[config.mk]
export PLATFORM = sky130hd
export DESIGN_NAME = inta_sequencer
export DESIGN_NICKNAME = d
export VERILOG_FILES = /design/src/rtl/pic_pkg.sv /design/src/rtl/sync2.sv /design/src/rtl/inta_sequencer.sv
export SDC_FILE = /design/constraint.sdc
export NUM_CORES = 1
export LEC_CHECK = 0
export CORE_MARGIN = 10
export CORE_UTILIZATION = 50
export CTS_BUF_LIST = sky130_fd_sc_hd__clkbuf_16
export DETAILED_ROUTE_END_ITERATION = 7
export PLACE_DENSITY = 0.92
export SLEW_MARGIN = 20
export SYNTH_ARGS = -nofsm -noshare
export SYNTH_HDL_FRONTEND = slang
export SYNTH_SLANG_ARGS = --single-unit
[constraint.sdc]
create_clock -name clk -period 2.6 [get_ports clk]
set_input_delay 0.52 -clock clk [delete_from_list [all_inputs] [get_ports clk]]
set_output_delay 0.52 -clock clk [all_outputs]
set_load 0.02 [all_outputs]
[src/rtl/pic_pkg.sv]
// -----------------------------------------------------------------------------
// pic_pkg
// Shared definitions for the INTA sequencer that talks to an 8259-style PIC:
//   - state_t       : FSM state encoding
//   - DEF_PULSE_W   : default INTA low time in clk cycles
//   - DEF_GAP_W     : default INTA high time between/after pulses in clk cycles
//   - DEF_TIMEOUT   : default HOLD watchdog limit in clk cycles
//   - load_of()     : converts a phase length into the down-counter reload value
// -----------------------------------------------------------------------------
package pic_pkg;

    localparam int DEF_PULSE_W = 2;
    localparam int DEF_GAP_W   = 2;
    localparam int DEF_TIMEOUT = 255;

    typedef enum logic [2:0] {
        ST_IDLE    = 3'd0,
        ST_P1_LOW  = 3'd1,
        ST_P1_GAP  = 3'd2,
        ST_P2_LOW  = 3'd3,
        ST_HOLD    = 3'd4,
        ST_RECOVER = 3'd5
    } state_t;

    // The phase counter counts down to zero, so an N-cycle phase loads N-1.
    function automatic logic [3:0] load_of(input int cycles);
        return 4'(cycles - 1);
    endfunction

endpackage

[src/rtl/sync2.sv]
// -----------------------------------------------------------------------------
// sync2
// Two-flop synchronizer for a single asynchronous level.
// Ports:
//   clk  - destination clock
//   rst  - asynchronous active-high reset, clears both flops to 0
//   d    - asynchronous input level
//   q    - synchronized level (two clk edges of latency)
// -----------------------------------------------------------------------------
module sync2 (
    input  logic clk,
    input  logic rst,
    input  logic d,
    output logic q
);

    logic meta;

    // NOTE: non-blocking assignments make meta and q sample together at the
    // edge; blocking ones here would collapse the chain into a single flop.
    always_ff @(posedge clk or posedge rst) begin
        if (rst) begin
            meta <= 1'b0;
            q    <= 1'b0;
        end else begin
            meta <= d;
            q    <= meta;
        end
    end

endmodule

[src/rtl/inta_sequencer.sv]
// -----------------------------------------------------------------------------
// inta_sequencer
// Issues the two-pulse INTA handshake to an 8259-style PIC when INT rises,
// captures the vector returned on the second pulse and hands it to the CPU
// with a valid/ready handshake.
//
// Parameters:
//   PULSE_W  - INTA low time in clk cycles (1..15)
//   GAP_W    - INTA high time between/after pulses in clk cycles (1..15)
//   TIMEOUT  - HOLD watchdog limit in clk cycles (1..255)
// Ports:
//   clk       - clock, all state changes on the rising edge
//   rst       - asynchronous active-high reset
//   int_in    - INT from the PIC, asynchronous to clk
//   data_in   - PIC data bus
//   inta_n    - INTA strobe to the PIC, active-low, registered
//   vec_valid - captured vector available
//   vec_data  - captured interrupt vector
//   vec_ready - CPU accepts the vector
//   busy      - high in every state except IDLE
//   err       - one-cycle pulse when the HOLD watchdog expires
//
// Build option:
//   INTA_SEQ_TIMEOUT_EN - when defined, a watchdog abandons an unaccepted
//                         vector after TIMEOUT cycles in HOLD and pulses err.
//                         When undefined, HOLD waits indefinitely and err is 0.
// -----------------------------------------------------------------------------
module inta_sequencer
    import pic_pkg::*;
#(
    parameter int PULSE_W = DEF_PULSE_W,
    parameter int GAP_W   = DEF_GAP_W,
    parameter int TIMEOUT = DEF_TIMEOUT
) (
    input  logic       clk,
    input  logic       rst,
    input  logic       int_in,
    input  logic [7:0] data_in,
    output logic       inta_n,
    output logic       vec_valid,
    output logic [7:0] vec_data,
    input  logic       vec_ready,
    output logic       busy,
    output logic       err
);

    if (PULSE_W < 1 || PULSE_W > 15) begin : g_pulse_w_check
        $error("PULSE_W must be in 1..15");
    end
    if (GAP_W < 1 || GAP_W > 15) begin : g_gap_w_check
        $error("GAP_W must be in 1..15");
    end
    if (TIMEOUT < 1 || TIMEOUT > 255) begin : g_timeout_check
        $error("TIMEOUT must be in 1..255");
    end

    localparam logic [3:0] PULSE_LD = load_of(PULSE_W);
    localparam logic [3:0] GAP_LD   = load_of(GAP_W);

    state_t     state;
    logic [3:0] cnt;
    logic       int_s;

`ifdef INTA_SEQ_TIMEOUT_EN
    localparam logic [7:0] WD_LAST = 8'(TIMEOUT - 1);
    logic [7:0] wd;
    logic       err_q;
`endif

    sync2 u_sync (
        .clk (clk),
        .rst (rst),
        .d   (int_in),
        .q   (int_s)
    );

    // inta_n is driven from the same flop stage as the state so the strobe is
    // glitch-free and the async reset releases it to 1 immediately.
    always_ff @(posedge clk or posedge rst) begin
        if (rst) begin
            state     <= ST_IDLE;
            cnt       <= '0;
            inta_n    <= 1'b1;
            vec_valid <= 1'b0;
            vec_data  <= 8'h00;
`ifdef INTA_SEQ_TIMEOUT_EN
            wd        <= '0;
            err_q     <= 1'b0;
`endif
        end else begin
`ifdef INTA_SEQ_TIMEOUT_EN
            err_q <= 1'b0;
`endif
            case (state)
                ST_IDLE: begin
                    if (int_s) begin
                        state  <= ST_P1_LOW;
                        cnt    <= PULSE_LD;
                        inta_n <= 1'b0;
                    end
                end
                // Once started, both pulses are always issued even if INT
                // drops, so the PIC can complete with its spurious vector.
                ST_P1_LOW: begin
                    if (cnt == 4'd0) begin
                        state  <= ST_P1_GAP;
                        cnt    <= GAP_LD;
                        inta_n <= 1'b1;
                    end else begin
                        cnt <= cnt - 4'd1;
                    end
                end
                ST_P1_GAP: begin
                    if (cnt == 4'd0) begin
                        state  <= ST_P2_LOW;
                        cnt    <= PULSE_LD;
                        inta_n <= 1'b0;
                    end else begin
                        cnt <= cnt - 4'd1;
                    end
                end
                ST_P2_LOW: begin
                    if (cnt == 4'd0) begin
                        // Last low cycle: the PIC is driving the vector now.
                        state     <= ST_HOLD;
                        cnt       <= '0;
                        inta_n    <= 1'b1;
                        vec_data  <= data_in;
                        vec_valid <= 1'b1;
`ifdef INTA_SEQ_TIMEOUT_EN
                        wd        <= '0;
`endif
                    end else begin
                        cnt <= cnt - 4'd1;
                    end
                end
                ST_HOLD: begin
                    if (vec_valid && vec_ready) begin
                        state     <= ST_RECOVER;
                        cnt       <= GAP_LD;
                        vec_valid <= 1'b0;
                    end
`ifdef INTA_SEQ_TIMEOUT_EN
                    else if (wd == WD_LAST) begin
                        state     <= ST_RECOVER;
                        cnt       <= GAP_LD;
                        vec_valid <= 1'b0;
                        err_q     <= 1'b1;
                    end else begin
                        wd <= wd + 8'd1;
                    end
`endif
                end
                ST_RECOVER: begin
                    if (cnt == 4'd0) begin
                        state <= ST_IDLE;
                    end else begin
                        cnt <= cnt - 4'd1;
                    end
                end
                default: begin
                    state  <= ST_IDLE;
                    cnt    <= '0;
                    inta_n <= 1'b1;
                end
            endcase
        end
    end

    assign busy = (state != ST_IDLE);

`ifdef INTA_SEQ_TIMEOUT_EN
    assign err = err_q;
`else
    assign err = 1'b0;
`endif

endmodule

* After elaboration in Yosys (flattened, before gate mapping)
Index checks and enable logic that the tools add are counted.
** Storage, ports and cells
- Output and inout bits :: 12
- Input bits :: 12
- Flip-flop bits (word level) :: 19
- Logic and storage cells :: 54
** Cells by class
- Mux-type cells :: 19
- $add $sub $neg :: 1
- Bitwise gates (word level) :: 1
- Reduce and logical (&&, ||, !) cells :: 13
- Equality and inequality tests :: 13
** Operators with widths (count)
- $mux 4 :: 5
- $pmux 4 s5 :: 1
- $mux 3 :: 6
- $pmux 3 s6 :: 1
- $ne 2x2->1 const B :: 6
- $eq 3x2->1 const B :: 2
- $eq 3x3->1 const B :: 2
- $reduce_and 3->1 :: 2
- $reduce_and 6->1 :: 1
- $reduce_or 2->1 :: 3
- $logic_not 4->1 :: 1
- $mux 1 :: 4
- $ne 2x1->1 const B :: 2
- $pmux 1 s4 :: 1
- $reduce_and 4->1 :: 1
- $sub 4x1->4 const B :: 1
- $eq 3x1->1 const B :: 1
- $logic_not 3->1 :: 1
- $reduce_bool 3->1 :: 1
- $pmux 1 s2 :: 1
- $reduce_and 2->1 :: 1
- $reduce_bool 2->1 :: 1
- $logic_and 1x1->1 :: 1
- $not 1->1 :: 1

* Depth between registers and ports, before layout
- Word-level depth :: 4
- Depth in mapped cells :: 7
- Gate-level depth less buffers :: 6

* Modules after synthesis
A second synthesis with hierarchy kept.
** Second synthesis, totals
- Cell total of the unflattened synthesis :: 81
- Area total of the unflattened synthesis :: 955.9 µm²
** By module, submodules not included
- inta_sequencer :: area an instance 902.1 µm², instances 1, sequential area each 426.7 µm², cells each 78
- sync2 :: area an instance 53.8 µm², instances 1, sequential area each 50.0 µm², cells each 3

* Least setup slack after synthesis
Ideal clock, no wire load.
- Path kind :: register to register
- From :: reg cnt[0]
- To :: reg vec_data[0]
- Cell stages (with the launch flop) :: 8
- Required time :: 2.475 ns
- Period minus slack after synthesis :: 1.660 ns
- Setup time :: 0.125 ns
- Path slack :: 0.940 ns
- Arrival :: 1.535 ns
- Cells stage by stage :: dfrtp_1 > inv_1 > ha_1 > nor3b_2 > and2_1 > buf_6 > nand3b_4 > mux2_2
** Between the ends
- Cells in the longest elaborated chain, start to end :: 2
** Ends and longest elaborated chain
- start: declaration :: RTL line inta_sequencer.sv:61 : logic [3:0] cnt;
- start signal: assignment :: RTL line inta_sequencer.sv:110 : cnt <= cnt - 4'd1;
- start signal: assignment :: RTL line inta_sequencer.sv:119 : cnt <= cnt - 4'd1;
- start signal: assignment :: RTL line inta_sequencer.sv:134 : cnt <= cnt - 4'd1;
- $logic_not 4->1 :: RTL line inta_sequencer.sv:123 : if (cnt == 4'd0) begin
- $reduce_and 2->1 (no source line)
- end signal: assignment :: RTL line inta_sequencer.sv:128 : vec_data <= data_in;
- end: declaration :: RTL line inta_sequencer.sv:41 : output logic [7:0] vec_data,
Every way passes these cells.
A chain may end at the register's enable or synchronous reset.

* Final worst setup path
- From :: reg state[1]
- To :: out busy
** Between the ends
- Cells in the longest elaborated chain, start to end :: 1
** Ends and longest elaborated chain
- start: declaration :: RTL line inta_sequencer.sv:60 : state_t state;
- start signal: assignment :: RTL line inta_sequencer.sv:81 : state <= ST_IDLE;
- start signal: assignment :: RTL line inta_sequencer.sv:97 : state <= ST_P1_LOW;
- start signal: assignment :: RTL line inta_sequencer.sv:106 : state <= ST_P1_GAP;
- $reduce_bool 3->1 :: RTL line inta_sequencer.sv:170 : assign busy = (state != ST_IDLE);
- end: declaration :: RTL line inta_sequencer.sv:43 : output logic busy,
Every way passes these cells.

==> impl_metrics.tcl <==
set metrics [dict create \
    path_class "register to primary output" \
    synth.distinct_cells 31 \
    syn_area_per_cell_um2 10.86 \
    synthCells 85 \
    syn_area_um2 923.4 \
    drtIter0Drc 37 \
    firstDrtPassIters 4 \
    htreeDepth 1 \
    setup-tns-final_ns 0 \
    nets 121 \
    finalCritPeriodShare 0.8620 \
    grt_pass1_wl_um 3877 \
    yosys_warnings 0 \
    clkLatencyLatePin_ns 0.25 \
    cp_data_required_time_ns 2.08 \
    p_per_area_nw_per_um2 1355 \
    cts_setup_buffers 0 \
    highest_layer "met4" \
    cts.reportedPaths.clkPinSlew_ns 0.05 \
    crit_path_max_incr_delay_ns 0.54 \
    wl_um 2446 \
    cap_viol_max_count 0 \
    yosysSeqAreaShare 0.5163 \
    antennaDiodeCount 0 \
    crit_family "buffers and inverters" \
    vias 772 \
    rows 15 \
    end_kind "primary output" \
    hold_viol_final 0 \
    core_um2 1745 \
    drv_slew 0 \
    numCtsBuffers 3 \
    hpwlAfterDp_um 1772 \
    io_pins 24 \
    place_congestion 0.7808 \
    fill_cells 110 \
    hold_path_class "register to register" \
    clock_path_buffers 2 \
    drive_above_1_share 0.1776 \
    cts_root_buffer "clkbuf_16" \
    crit_slowest_cell "clkdlybuf4s50_1" \
    vias_per_cell 5.848 \
    synth-seq-cells 19 \
    io_buffer_count 22 \
    fin_worst_skew_ns 0.002523 \
    wl_met3_um 268 \
    cts.sinks 19 \
    die_area_um2 3966 \
    rsz0062_at_grt "no" \
    p_leak_nw 0.5352 \
    chipHeight_um 62.98 \
    drc 0 \
    fmax_ghz 0.4462 \
    start_util 0.5290 \
    setup_viol 0 \
    path_buf_inv 1 \
    ant_nets 0 \
    crit_path_start_kind "register" \
    arrival_ns 1.72 \
    die_x_um 62.98 \
    drt-met1-wl_um 856 \
    met2_length_um 1224 \
    hold_buffers 0 \
    antenna_found_initial 0 \
    grt_max_degree 20 \
    grt_pass1_vias 845 \
    wl_per_cell_um 18.53 \
    cts_tree "built" \
    crit_fanout 12 \
    fin_crit_ns 2.241 \
    grt_usage 0.1268 \
    overflow 0 \
    ctsResizeCount 0 \
    crit_chain "or3_1 > clkdlybuf4s50_1" \
    syn2layout_area_growth_pct 32.93 \
    worst_pin_slew_ns 0.7025 \
    outcome "finished, final reports clean" \
    synth_fp_nets 98 \
    slew_headroom 0.5311 \
    finalPower_mw 1.663 \
    vdd_drop_max_uv 812.2 \
]
[registers in the layout, summed over array words and instances, names as in the netlist]
| name | flops |
|---|---|
| vec_valid | 1 |
| vec_data | 8 |
| state | 3 |
| cnt | 4 |
| inta_n | 1 |
| u_sync.q | 1 |
| u_sync.meta | 1 |
[through the flow]
| step | worst slack (ns) | hold slack (ns) | std cells | util | area [um2] |
|---|---|---|---|---|---|
| 2_1_floorplan | 0.9402 | 0.3312 | 85 | - | 923.4 |
| 3_3_place_gp | 0.6616 | 0.3374 | 128 | 0.6573 | 1147 |
| 3_5_place_dp | 0.6051 | 0.3535 | 128 | 0.6573 | 1147 |
| 4_1_cts | 0.3679 | 0.3763 | 132 | 0.7032 | 1227 |
| 5_1_grt | 0.3065 | 0.3773 | 132 | 0.7032 | 1227 |
| 6_report | 0.3588 | 0.3792 | 132 | 0.7032 | 1227 |
[cell usage after synthesis, drive strengths merged]
cell | n | share of area
dfrtp | 18 | 0.49
mux2 | 9 | 0.11
nand2 | 7 | 0.028
nor2 | 7 | 0.028
o21ai | 6 | 0.033
a21oi | 4 | 0.022
inv | 4 | 0.016
buf | 3 | 0.026
nand3 | 3 | 0.016
and3 | 2 | 0.014
nand2b | 2 | 0.014
nor2b | 2 | 0.014
o221a | 2 | 0.024
a2111oi | 1 | 0.0095
and2 | 1 | 0.0068
clkbuf | 1 | 0.0041
conb | 1 | 0.0041
dfstp | 1 | 0.028
ha | 1 | 0.014
nand3b | 1 | 0.022
nor3b | 1 | 0.014
nor4 | 1 | 0.0068
o211ai | 1 | 0.0081
o31a | 1 | 0.0095
o32ai | 1 | 0.0095
or2 | 1 | 0.0068
or3 | 1 | 0.0068
or3b | 1 | 0.0095
xnor2 | 1 | 0.0095
[path summary, 6_finish.rpt]
path / from / endpoint / slack [ns] / cells past startpoint
setup / recovery: state[1]$_DFFE_PP0P_ / busy / 0.36 / 2
hold / removal: u_sync.meta$_DFF_PP0_ / u_sync.q$_DFF_PP0_ / 0.38 / 0
setup reg to reg: cnt[0]$_DFFE_PP0P_ / vec_data[3]$_DFFE_PP0P_ / 0.55 / 6
hold reg to reg: u_sync.meta$_DFF_PP0_ / u_sync.q$_DFF_PP0_ / 0.38 / 0
max in group asynchronous: rst / cnt[0]$_DFFE_PP0P_ / 1.47 / 2
min in group asynchronous: rst / vec_data[1]$_DFFE_PP0P_ / 0.69 / 2
[cell type report]
| type | instances | area [um2] | area share |
|---|---|---|---|
| Sequential cell | 19 | 476.7 | 0.3884 |
| Multi-Input combinational cell | 58 | 404.1 | 0.3293 |
| Timing Repair Buffer | 22 | 220.2 | 0.1794 |
| Clock buffer | 3 | 75.07 | 0.06116 |
| Tap cell | 25 | 31.28 | 0.02548 |
| Inverter | 4 | 15.01 | 0.01223 |
| Clock inverter | 1 | 5.005 | 0.004077 |
[layout by cell type, fill, tap and decap left out]
master,instances
nor3b_2,1
nand3_1,3
a2111oi_0,1
dfstp_2,1
clkinv_2,1
nand2_1,7
o221a_2,2
or3b_1,1
o21ai_0,6
nor2_1,7
o211ai_1,1
o32ai_1,1
nand2b_1,2
dfrtp_1,18
nor4_1,1
or3_1,1
and2_1,1
inv_1,4
conb_1,1
a21oi_1,4
nand3b_4,1
xnor2_1,1
and3_1,2
nor2b_1,2
clkbuf_16,3
o31a_1,1
clkdlybuf4s50_1,22
mux2_2,9
ha_1,1
or2_2,1
[cells by family (layout without fill, tap and decap cells)]
family / count (synthesis) / count (layout) / synth area share
AND/OR/NAND/NOR: 30 / 30 / 0.1857
buffers and inverters: 8 / 30 / 0.04606
multiplexers: 9 / 9 / 0.1098
other: 1 / 1 / 0.004061
flip-flops: 19 / 19 / 0.5163
XOR/XNOR: 1 / 1 / 0.009487
adder cells (fa/ha/maj): 1 / 1 / 0.01355
AO/OA/AOI/OAI: 16 / 16 / 0.1152
[where the power goes]
| group | leakage, nW | internal (mW) | switching [mW] |
|---|---|---|---|
| sequential | 0.222 | 0.428 | 0.144 |
| combinational | 0.272 | 0.393 | 0.377 |
| clock | 0.0409 | 0.206 | 0.114 |
| total | 0.535 | 1.03 | 0.635 |
[routing by layer]
metal	track usage	vias up
met5	0	-
met4	0.09777	0
met3	0.07348	14
met2	0.2183	48
met1	0.1032	371
li1	-	339
Note: power is estimated with default switching activity, not from simulation.
==> edit 1 (same flow settings) <==
Build with the macro `INTA_SEQ_TIMEOUT_EN` defined.
--- a/src/rtl/inta_sequencer.sv
+++ b/src/rtl/inta_sequencer.sv
@@ -25,6 +25,8 @@
 //                         vector after TIMEOUT cycles in HOLD and pulses err.
 //                         When undefined, HOLD waits indefinitely and err is 0.
 // -----------------------------------------------------------------------------
+`define INTA_SEQ_TIMEOUT_EN
+
 module inta_sequencer
     import pic_pkg::*;
 #(
Check against the original RTL: no difference found for any inputs over 10 cycles, from zero or initial values and one cycle with rst high; that may be too few to reach the edited logic, so the function may still have changed.
==> edit 1 against the unedited design <==
Core utilization decreased by 6.5 points. Via count rose by 54%. Total power rose by 14%. Sequential cell count is 9 higher. Die area grew 34%. Synthesized area grew 51%. Design area increased by 41%. Setup slack worse by 5.4 ps. Routed wire length up 27%. Largest cell class unchanged. Critical path type unchanged.
==> edit 1: results (changes against the unedited design) <==
H-tree depth - 1 (unchanged)
Xor/xnor cell area share of the yosys netlist - 2.51% (+1.6 points)
Leak - 0.784 nW (+47%)
Register Area - 702 um^2 (+47%)
Synth unique cells - 37 (+19%)
Top delay family on crit path - flip-flops
CTS Buf Count - 3 (unchanged)
Slowest-stage cell, CP - dfrtp_1
CP endpoint - busy
Worst r2r path cells - 7 (+1)
DR iter-0 viols - 29 (-22%)
Clock-cell share of area - 4.56% (-2.0 points)
Synth area leaders - dfrtp_1 (48%), nand2_1 (11%), ha_1 (3.6%)
Worst Skew - 2.22 ps (-0.305 ps)
WL final - 3110 um (+27%)
Mux contribution to synthesized area - 0.717% (-10 points)
Share of synthesized cell area in full adder, half adder and majority cells - 3.59% (+2.2 points)
CTS root buffer - clkbuf_16
Status - finished clean
Vias per inst - 5.79 (-1.1%)
Top post-synthesis cells by count - nand2_1 (40), dfrtp_1 (27), nor2_1 (13)
First-pass GRT wire length - 5420 um (+40%)
Final setup vio count - 0 (unchanged)
Sequential share of the synthesized area - 50.3% (-1.3 points)
Worst Hold Class - reg2reg
Final-layout non-clock buffer area share - 14.2% (-3.8 points)
Post-synth ARST share - 100% (unchanged)
Setup crit start - state[2]
Rel. slew slack - 49.7% (-3.4 points)
Layout cells sized above 1 - 8.00% (-9.8 points)
Clk pin slew, worst setup/hold paths - 60 ps
Nonclk buf count - 25 (+14%)
Largest regs - vec_data x8, wd x8, cnt x4
R2r setup slk - 650 ps (+100 ps)
Port Buffers - 23 (+4.5%)
Compound-Gate Fraction of Synth Area - 11.7% (+0.14 points)
Routability cong. - 0.907 (+16%)
Via count of the first global-routing pass - 1147 (+36%)
TritonRoute pass-1 iters - 4 (unchanged)
Internal - 0.00115 W (+12%)
Maximum VDD drop - 876 uV (+7.8%)
Seq cells - 28 (+9)
Post-Syn Nets - 168 (+71%)
Pin count of the biggest net entering global routing - 17 (-15%)
Nets - 192 (+59%)
Ant. Diodes - 0 (unchanged)
CTS max path bufs - 2 (unchanged)
Critical path peak fanout - 16 (+4)
#MultiIn Comb - 113 (+95%)
Area of the multi-input gates - 646 um^2 (+60%)
Total track usage - 12.5% (-0.18 points)
# fillers - 216 (+96%)
Reg2reg end - cnt[2]
Logic inverters - 5 (+1)
Post-DP HPWL - 2280 um (+29%)
==> edit 1: cell count changes after synthesis, sizes merged, moves of 3 or more <==
cell	change
nand2	+33
o31ai	+3
o21ai	+3
nor2	+6
ha	+3
dfrtp	+9
mux2	-9
a31oi	+3
nand3	+4
nand4	+4
==> edit 1: through the flow <==
step	hold slack (ps)	worst slack (ps)	cell area, um^2	std cells
2_1_floorplan	331	883	1400	152
3_3_place_gp	338	641	1650	202
3_5_place_dp	350	630	1650	202
4_1_cts	365	352	1730	206
5_1_grt	370	294	1730	206
6_report	362	353	1730	206
==> edit 1: worst min path at each step <==
stage	startpoint	to	slack, ps	cells past startpoint
after floorplan	u_sync.meta	u_sync.q	330	0
after CTS	u_sync.meta	u_sync.q	360	0
after global placement	u_sync.meta	u_sync.q	340	0
after detailed placement	u_sync.meta	u_sync.q	350	0
final	u_sync.meta	u_sync.q	360	0
after global routing	u_sync.meta	u_sync.q	370	0
==> edit 1: power groups by stage <==
| stage | clock (W) | sequential (W) | combinational (W) |
|---|---|---|---|
| 2_1_floorplan | 0 | 0.000785 | 0.000482 |
| 3_3_place_gp | 0 | 0.000738 | 0.000774 |
| 3_5_place_dp | 0 | 0.000756 | 0.000798 |
| 4_1_cts | 0.000347 | 0.000749 | 0.000808 |
| 5_1_grt | 0.000370 | 0.000774 | 0.000900 |
| 6_report | 0.000346 | 0.000752 | 0.000799 |
==> edit 1: layer usage <==
| metal | up-vias | part of all wire (%) | GRT usage (%) |
|---|---|---|---|
| met1 | 579 | 42 | 14.9 |
| met5 | - | 0 | 0 |
| met4 | 0 | 1.5 | 4.43 |
| met2 | 38 | 47 | 19.2 |
| met3 | 7 | 9.3 | 5.85 |
| li1 | 568 | - | - |
==> edit 2 (same settings) <==
Without the edit above. Re-encode `state_t` (6 states) as one-hot, 6 bits wide.
--- a/src/rtl/pic_pkg.sv
+++ b/src/rtl/pic_pkg.sv
@@ -13,13 +13,13 @@
     localparam int DEF_GAP_W   = 2;
     localparam int DEF_TIMEOUT = 255;
 
-    typedef enum logic [2:0] {
-        ST_IDLE    = 3'd0,
-        ST_P1_LOW  = 3'd1,
-        ST_P1_GAP  = 3'd2,
-        ST_P2_LOW  = 3'd3,
-        ST_HOLD    = 3'd4,
-        ST_RECOVER = 3'd5
+    typedef enum logic [5:0] {
+        ST_IDLE    = 6'b000001,
+        ST_P1_LOW  = 6'b000010,
+        ST_P1_GAP  = 6'b000100,
+        ST_P2_LOW  = 6'b001000,
+        ST_HOLD    = 6'b010000,
+        ST_RECOVER = 6'b100000
     } state_t;
 
     // The phase counter counts down to zero, so an N-cycle phase loads N-1.
Formal check against the unedited RTL: no difference found for any inputs over 10 cycles, from zero or initial values and one cycle with rst high; not proved beyond that.
==> edit 2 against the unedited design <==
Design area increased by 32%. Setup slack got worse by 84 ps. First-iteration DRC count increased to 2.6 times the old value. Routed wire length increased by 24%. Sequential cell count is 3 higher. Synthesized area up 41%. Sequential share of layout area down 4.8 points. Critical path type unchanged. Total power is 22% higher.
==> edit 2: results (changes against the unedited design) <==
Routability cong. - 0.947 (+21%)
CTS Buf Count - 3 (unchanged)
Worst r2r path cells - 5 (-1)
Post-DP HPWL - 2140 um (+20%)
Pin count of the biggest net entering global routing - 23 (+15%)
Nets - 153 (+26%)
Critical path peak fanout - 14 (+2)
Xor/xnor cell area share of the yosys netlist - 2.68% (+1.7 points)
DR iter-0 viols - 98 (+160%)
Setup crit start - state[5]
Via Count - 1042 (+35%)
Status - finished clean
Maximum VDD drop - 798 uV (-1.7%)
Synth Instances - 121 (+42%)
Antenna violations before repair - 0 (unchanged)
Worst-Skew Late Latency - 260 ps
Placed Instance Area - 1520 um^2 (+32%)
Minimum clock period - 2330 ps (+84.1 ps)
Reg2reg start - state[2]
Total track usage - 12.5% (-0.20 points)
Layout cells sized above 1 - 17.3% (-0.49 points)
Routed WL per cell - 17.9 um (-3.3%)
Sw frac - 38.1% (-0.054 points)
Top post-synthesis cells by count - dfrtp_1 (20), mux2_4 (8), nand2_1 (8)
Fin cells - 169 (+28%)
Mux contribution to synthesized area - 9.20% (-1.8 points)
Fin Hold WS - 351 ps (-27.8 ps)
Largest regs - vec_data x8, state x6, cnt x4
First-pass GRT wire length - 5250 um (+35%)
GR Layer Usage met2 - 20.5% (-1.4 points)
Rel. slew slack - 44.4% (-8.7 points)
Share of synthesized cell area in full adder, half adder and majority cells - 0.958% (-0.40 points)
Top delay family on crit path - buffers and inverters
Reg2reg end - cnt[0]
Post-Syn Nets - 134 (+37%)
Worst Skew - 7.50 ps (+4.98 ps)
Leak - 0.693 nW (+29%)
R2r setup slk - 540 ps
Synth area leaders - dfrtp_1 (38%), mux2_4 (9.2%), dfstp_2 (4.0%)
Sequential share of the synthesized area - 42.3% (-9.3 points)
CP arrival - 1810 ps (+90 ps)
Met1 usage - 14.1% (+3.8 points)
Compound-Gate Fraction of Synth Area - 13.7% (+2.2 points)
CP endpoint - busy
H-tree depth - 1 (unchanged)
Dpl ws - 547 ps (-58.3 ps)
Met3 Resource Use GR - 5.16% (-2.2 points)
Synth unique cells - 52 (+68%)
## edit 2: power by group through the flow
stage,logic (W),clock network [W],registers [W]
2_1_floorplan,0.000636,0,0.000634
3_5_place_dp,0.000967,0,0.000612
6_report,0.000976,0.000437,0.000612
5_1_grt,0.00107,0.000455,0.000635
3_3_place_gp,0.000948,0,0.000602
4_1_cts,0.000983,0.000443,0.000611
## edit 2: final cells by class
| cell class | count | area, um^2 | share of cell area, % |
|---|---|---|---|
| well taps | 30 | 37.5 | 2.31 |
| clock inverters | 1 | 30.0 | 1.85 |
| flip-flops and latches | 22 | 553 | 34.1 |
| inverters | 5 | 18.8 | 1.16 |
| clock buffers | 3 | 75.1 | 4.62 |
| repair buffers | 23 | 228 | 14.0 |
| multi-input cells | 85 | 682 | 42.0 |
## edit 2: per-layer routing
metal  routed length [um]  vias up  part of all wire (%)
met3                  311        5                    10
met1                 1180      504                    39
met5                    0        -                     0
met2                 1490       48                    49
li1                     -      485                     -
met4                   41        0                   1.4
